==> src/rtl/prog_mem_rw_if.sv <==
// prog_mem_rw_if: load/fetch bus of the writable program memory.
//   master : loader/decoder side (drives requests, clr, lock)
//   slave  : memory side (drives ld_ready, rd_data, rd_valid, busy)
// Signals:
//   clr       soft clear request (re-runs the NOP fill)
//   lock      write-protect level, blocks load handshakes
//   ld_valid / ld_ready / ld_addr / ld_data   load port (valid/ready)
//   rd_en / rd_addr / rd_data / rd_valid      fetch port (1-cycle latency)
//   busy      high while the fill sequence runs
interface prog_mem_rw_if #(
    parameter int unsigned DATA_WIDTH = 6,
    parameter int unsigned ADDR_WIDTH = 5
);
    logic                  clr;
    logic                  lock;
    logic                  ld_valid;
    logic                  ld_ready;
    logic [ADDR_WIDTH-1:0] ld_addr;
    logic [DATA_WIDTH-1:0] ld_data;
    logic                  rd_en;
    logic [ADDR_WIDTH-1:0] rd_addr;
    logic [DATA_WIDTH-1:0] rd_data;
    logic                  rd_valid;
    logic                  busy;

    modport master (
        output clr, lock, ld_valid, ld_addr, ld_data, rd_en, rd_addr,
        input  ld_ready, rd_data, rd_valid, busy
    );

    modport slave (
        input  clr, lock, ld_valid, ld_addr, ld_data, rd_en, rd_addr,
        output ld_ready, rd_data, rd_valid, busy
    );
endinterface

==> src/rtl/prog_mem_rw.sv <==
// prog_mem_rw: writable program memory for the instruction fetch path.
// After reset (or a clr in RUN) every word is filled with NOP_WORD, one
// address per cycle, then the block accepts loads and serves fetches.
// Ports:
//   clk    clock, all state updates on the rising edge
//   rst_n  asynchronous active-low reset
//   bus    prog_mem_rw_if slave modport (load port, fetch port, clr,
//          lock, busy)
module prog_mem_rw #(
    parameter int unsigned           DATA_WIDTH = 6,
    parameter int unsigned           ADDR_WIDTH = 5,
    parameter logic [DATA_WIDTH-1:0] NOP_WORD   = 6'b101000
) (
    input  logic           clk,
    input  logic           rst_n,
    prog_mem_rw_if.slave   bus
);
    localparam int unsigned DEPTH = 2 ** ADDR_WIDTH;

    typedef enum logic {
        INIT,
        RUN
    } state_t;

    state_t                state_q, state_d;
    logic [ADDR_WIDTH-1:0] cnt_q, cnt_d;

    logic [DATA_WIDTH-1:0] mem [DEPTH];

    logic                  ld_ready;
    logic                  we;
    logic [ADDR_WIDTH-1:0] waddr;
    logic [DATA_WIDTH-1:0] wdata;

    logic [DATA_WIDTH-1:0] rd_data_q;
    logic                  rd_valid_q;

    // State register
    always_ff @(posedge clk or negedge rst_n) begin
        if (!rst_n) begin
            state_q <= INIT;
            cnt_q   <= '0;
        end else begin
            state_q <= state_d;
            cnt_q   <= cnt_d;
        end
    end

    // Next state, write-port mux and handshake
    always_comb begin
        state_d  = state_q;
        cnt_d    = cnt_q;
        ld_ready = 1'b0;
        we       = 1'b0;
        waddr    = bus.ld_addr;
        wdata    = bus.ld_data;
        unique case (state_q)
            INIT: begin
                we    = 1'b1;
                waddr = cnt_q;
                wdata = NOP_WORD;
                // counter wraps to 0 naturally on the last fill address
                cnt_d = cnt_q + 1'b1;
                if (cnt_q == '1) begin
                    state_d = RUN;
                end
            end
            RUN: begin
                ld_ready = !bus.lock && !bus.clr;
                we       = bus.ld_valid && ld_ready;
                if (bus.clr) begin
                    state_d = INIT;
                    cnt_d   = '0;
                end
            end
            default: begin
                state_d = INIT;
                cnt_d   = '0;
            end
        endcase
    end

    // Array has no reset; contents are defined by the fill or by loads
    always_ff @(posedge clk) begin
        if (we) begin
            mem[waddr] <= wdata;
        end
    end

    // Fetch port; reading here with <= gives read-first on a same-address
    // load in the same cycle
    always_ff @(posedge clk or negedge rst_n) begin
        if (!rst_n) begin
            rd_data_q  <= NOP_WORD;
            rd_valid_q <= 1'b0;
        end else if (state_q == RUN && bus.rd_en) begin
            rd_data_q  <= mem[bus.rd_addr];
            rd_valid_q <= 1'b1;
        end else begin
            rd_valid_q <= 1'b0;
        end
    end

    assign bus.ld_ready = ld_ready;
    assign bus.rd_data  = rd_data_q;
    assign bus.rd_valid = rd_valid_q;
    assign bus.busy     = (state_q == INIT);
endmodule

==> src/flat_wrapper.sv <==
// flat-port wrapper written by rule: the top's interface ports become plain ports
module prog_mem_rw_flat 
#(
    parameter int unsigned           DATA_WIDTH = 6,
    parameter int unsigned           ADDR_WIDTH = 5,
    parameter logic [DATA_WIDTH-1:0] NOP_WORD   = 6'b101000
)
  (clk, rst_n, bus_clr, bus_lock, bus_ld_valid, bus_ld_addr, bus_ld_data, bus_rd_en, bus_rd_addr, bus_ld_ready, bus_rd_data, bus_rd_valid, bus_busy);
  prog_mem_rw_if #(.DATA_WIDTH(DATA_WIDTH), .ADDR_WIDTH(ADDR_WIDTH)) bus_i ();
  input  logic clk;
  input  logic rst_n;
  input wire logic [$bits(bus_i.clr)-1:0] bus_clr;
  input wire logic [$bits(bus_i.lock)-1:0] bus_lock;
  input wire logic [$bits(bus_i.ld_valid)-1:0] bus_ld_valid;
  input wire logic [$bits(bus_i.ld_addr)-1:0] bus_ld_addr;
  input wire logic [$bits(bus_i.ld_data)-1:0] bus_ld_data;
  input wire logic [$bits(bus_i.rd_en)-1:0] bus_rd_en;
  input wire logic [$bits(bus_i.rd_addr)-1:0] bus_rd_addr;
  output wire logic [$bits(bus_i.ld_ready)-1:0] bus_ld_ready;
  output wire logic [$bits(bus_i.rd_data)-1:0] bus_rd_data;
  output wire logic [$bits(bus_i.rd_valid)-1:0] bus_rd_valid;
  output wire logic [$bits(bus_i.busy)-1:0] bus_busy;
  assign bus_i.clr = bus_clr;
  assign bus_i.lock = bus_lock;
  assign bus_i.ld_valid = bus_ld_valid;
  assign bus_i.ld_addr = bus_ld_addr;
  assign bus_i.ld_data = bus_ld_data;
  assign bus_i.rd_en = bus_rd_en;
  assign bus_i.rd_addr = bus_rd_addr;
  assign bus_ld_ready = bus_i.ld_ready;
  assign bus_rd_data = bus_i.rd_data;
  assign bus_rd_valid = bus_i.rd_valid;
  assign bus_busy = bus_i.busy;
  prog_mem_rw #(.DATA_WIDTH(DATA_WIDTH), .ADDR_WIDTH(ADDR_WIDTH), .NOP_WORD(NOP_WORD)) u_core (.clk(clk), .rst_n(rst_n), .bus(bus_i));
endmodule
==> config.mk <==
export PLATFORM = sky130hd
export DESIGN_NAME = prog_mem_rw_flat
export DESIGN_NICKNAME = d
export VERILOG_FILES = /design/src/rtl/prog_mem_rw_if.sv /design/src/rtl/prog_mem_rw.sv /design/src/flat_wrapper.sv
export SDC_FILE = /design/constraint.sdc
export NUM_CORES = 1
export LEC_CHECK = 0
export CORE_MARGIN = 2
export CORE_UTILIZATION = 55
export CTS_CLUSTER_DIAMETER = 30
export DETAILED_ROUTE_END_ITERATION = 10
export GPL_ROUTABILITY_DRIVEN = 0
export GPL_TIMING_DRIVEN = 0
export HOLD_SLACK_MARGIN = 0.12
export PLACE_DENSITY_LB_ADDON = 0.25
export SYNTH_ARGS = -nofsm -noshare
export SYNTH_HDL_FRONTEND = slang
export SYNTH_SLANG_ARGS = --single-unit
export TNS_END_PERCENT = 30
==> constraint.sdc <==
create_clock -name clk -period 4.6 [get_ports clk]
set_input_delay 0.46 -clock clk [delete_from_list [all_inputs] [get_ports clk]]
set_output_delay 0.46 -clock clk [all_outputs]
set_load 0.03 [all_outputs]
==> out/metrics.cfg <==
[logic_synthesis]
synth-main-ff-cell = edfxtp_1
synth_top_family_by_area = multiplexers
synth_xor_area_share_pct = 0.2073
synth-seq-area-share_pct = 72.09
synth_cells = 505
syn_nets = 529
synth_compound_area_share_pct = 8.586
synthMuxAreaShare_pct = 11.86
synth-simple-area-share_pct = 4.249
synth_edf_count = 192
synth_seq_cells = 205
synth.avg_cell_area_um2 = 16.74
synth_fa_ha_area_share_pct = 0.2961
ys_types = 40
async_flop_share_pct = 6.341
syn_area_um2 = 8452
ys.warnings.count = 0

[critical_path]
startpoint_type = flip-flop
worst-path-buf-inv = 3
crit_required_ns = 4.14
worstSetupEndpointType = output port
cp_data_arrival_time_ns = 2.53
path_common_cell = clkbuf_1
crit_fanout = 10
path_class = reg -> out
worst_path_max_delay_cell = clkdlybuf4s50_1
crit_chain = clkbuf_1 > clkbuf_1 > nand2b_1 > nor2_1 > clkdlybuf4s50_1
cpLargestDelayFamily = buffers and inverters
max_stage_delay_ns = 0.68

[sta]
setup_viol = 0
max_slew.worst_pin.slew_ns = 1.255
fin_worst_skew_ns = 0.008739
post-route-min-period_ns = 2.988
finalMaxSlewViolations = 0
fin_crit_sh_pct = 64.96
tns_ns = 0
grt_setup_unrepaired = no
hold_viol = 0
max_freq_mhz = 334.7
max_slew_margin_pct = 16.34

[place]
io_buffers = 29
dp_hpwl_mm = 11.56
placed_area_um2 = 8977

[flow_run]
cap_violations = 0

[power]
p_leak_nw = 3.559
ir_worst_vdd_mv = 0.3279
cellPowerDensity_nw_per_um2 = 567.1

[clock_tree]
clk_pin_slew_worst_paths_ns = 0.06
numCtsBuffers = 30
cts_setup_buffers = 0
cts.hold.buffers_added = 0
cts_sinks = 205
cts.path.max_buffers = 3
htreeDepth = 1
tritoncts = built
clk_latency_ns = 0.52
clockRootBuffer = clkbuf_16
cts_resized = 0

[drt]
wirelength_mm = 17.84
num_vias = 4621
viasPerCell = 5.924
drtPass1Iterations = 5
drc_errors = 0
detail_route.iter0.violations = 345
final_antenna_net_count = 0
wire_per_inst_um = 22.87

[floorplanning]
num_rows = 45
die_x_um = 128.0
start_util_pct = 56.01
die_h_um = 128.0
core_um2 = 15090
fp.dieArea_um2 = 16380
ios = 31

[finish]
syn2layout_area_growth_pct = 19.35
drive_above_1_share_pct = 16.05
design_area_um2 = 10090
diodes = 0
fin_nets = 592

[global_routing]
grt_start_max_net_pins = 33
grt.overflow.total = 0
grt_pass1_vias = 4819
track_usage_pct = 22.17
grt_pass1_wl_mm = 26.80
grt_antenna_before_repair = 0

[status]
status = complete, no violations

[min_path]
min_path_type = in -> async

==> sequential cells by signal, summed over array words and instances, names as in the netlist <==
| signal | cells |
|---|---|
| u_core.mem | 192 |
| u_core.bus.rd_data | 6 |
| u_core.cnt_q | 5 |
| u_core.bus.rd_valid | 1 |
| u_core.state_q | 1 |
==> routing by layer <==
layer | vias to the layer above | track usage [%] | share of wire, % | routed length (um)
met3 | 38 | 4.549 | 7.3 | 1305
met5 | - | 0 | 0 | 0
li1 | 2132 | - | - | -
met4 | 0 | 8.403 | 3.0 | 528
met2 | 194 | 37.43 | 50 | 8850
met1 | 2257 | 28.58 | 40 | 7152
==> cells by family (layout without fill, tap and decap cells) <==
logic type,count (synthesis),after routing
flops,205,205
buf+inv,33,120
compound gates,83,83
fa+ha+maj,2,2
mux,100,100
simple gates,80,80
xor+xnor,2,2
==> area by class of cell <==
| class | instances | area (um2) |
|---|---|---|
| Fill cell | 1025 | 5002 |
| Timing Repair Buffer | 31 | 332.8 |
| Sequential cell | 205 | 6093 |
| Inverter | 5 | 18.77 |
| Multi-Input combinational cell | 267 | 2130 |
| Buffer | 28 | 210.2 |
| Clock buffer | 31 | 775.7 |
| Tap cell | 188 | 235.2 |
| Clock inverter | 25 | 291.5 |
==> placed cells by master (no fill, tap or decap), types with 3 or more instances in the layout <==
cell type        count
a21oi_1             13
a221oi_2            10
a22o_1              13
a22oi_1             24
and2_1               5
buf_12               3
buf_2                6
buf_4                4
buf_6                4
bufinv_16            5
clkbuf_1             8
clkbuf_16           31
clkdlybuf4s50_1     29
clkinv_1             3
clkinv_2             4
clkinv_4             4
clkinvlp_4           5
dfrtp_1             11
edfxtp_1           192
inv_1                4
inv_6                3
mux2i_1             99
nand2_1             22
nand2b_1             7
nor2_1              36
o21ai_0              3
o22ai_1              8
o41ai_2              6
==> synthesized netlist by cell type (2+ instances only) <==
library cell  number  area share, %
nand2_1           22           0.98
edfxtp_1         192             68
dfrtp_1           11            3.3
buf_12             3           0.71
buf_4              4           0.36
ha_1               2           0.30
o22ai_1            8           0.59
a22o_1            13            1.3
mux2i_1           99             12
a21oi_1           13           0.77
buf_2              6           0.36
and2_1             5           0.37
and3_1             2           0.15
o41ai_2            6            1.2
a221oi_1           2           0.21
o21ai_0            3           0.18
buf_6              4           0.53
nand3_1            2           0.12
inv_1              4           0.18
dfstp_2            2           0.62
a221oi_2          10            1.8
buf_1              2          0.089
nor2_1            36            1.6
clkbuf_1           8           0.36
a22oi_1           24            2.1
nand2b_1           7           0.52
o2bb2ai_1          2           0.21
==> where the power goes <==
group	total, mW	switching (mW)	internal (mW)	leakage (nW)
Clock	2.34	0.823	1.52	0.510
Sequential	2.46	0.0997	2.36	1.83
Combinational	0.917	0.613	0.304	1.22
==> per-stage QoR <==
stage / power [mW] / setup slack, ns / utilization (%) / std cells / hold slack, ns
floorplan: 3.057 / 2.589 / - / 505 / 0.1644
global placement: 3.347 / 1.764 / 59.49 / 722 / 0.4785
detailed placement: 3.398 / 1.668 / 59.49 / 722 / 0.4942
CTS: 5.729 / 1.614 / 66.57 / 778 / 0.3606
global route: 5.909 / 1.439 / 66.85 / 780 / 0.3810
finish: 5.720 / 1.612 / 66.85 / 780 / 0.3496
==> final timing paths <==
| kind | start | end | slack (ns) | cells after the start |
|---|---|---|---|---|
| setup / recovery | u_core.state_q | bus_ld_ready | 1.61 | 5 |
| hold / removal | rst_n | u_core.cnt_q[0] | 0.35 | 1 |
| setup reg to reg | u_core.state_q | u_core.mem[9][0] | 1.76 | 4 |
| hold reg to reg | u_core.bus.rd_data[3] | u_core.bus.rd_data[3] | 0.50 | 2 |
| max in group asynchronous | rst_n | u_core.bus.rd_data[4] | 3.82 | 1 |
| min in group clk | u_core.bus.rd_data[3] | u_core.bus.rd_data[3] | 0.50 | 2 |
(Power assumes the default switching activity.)
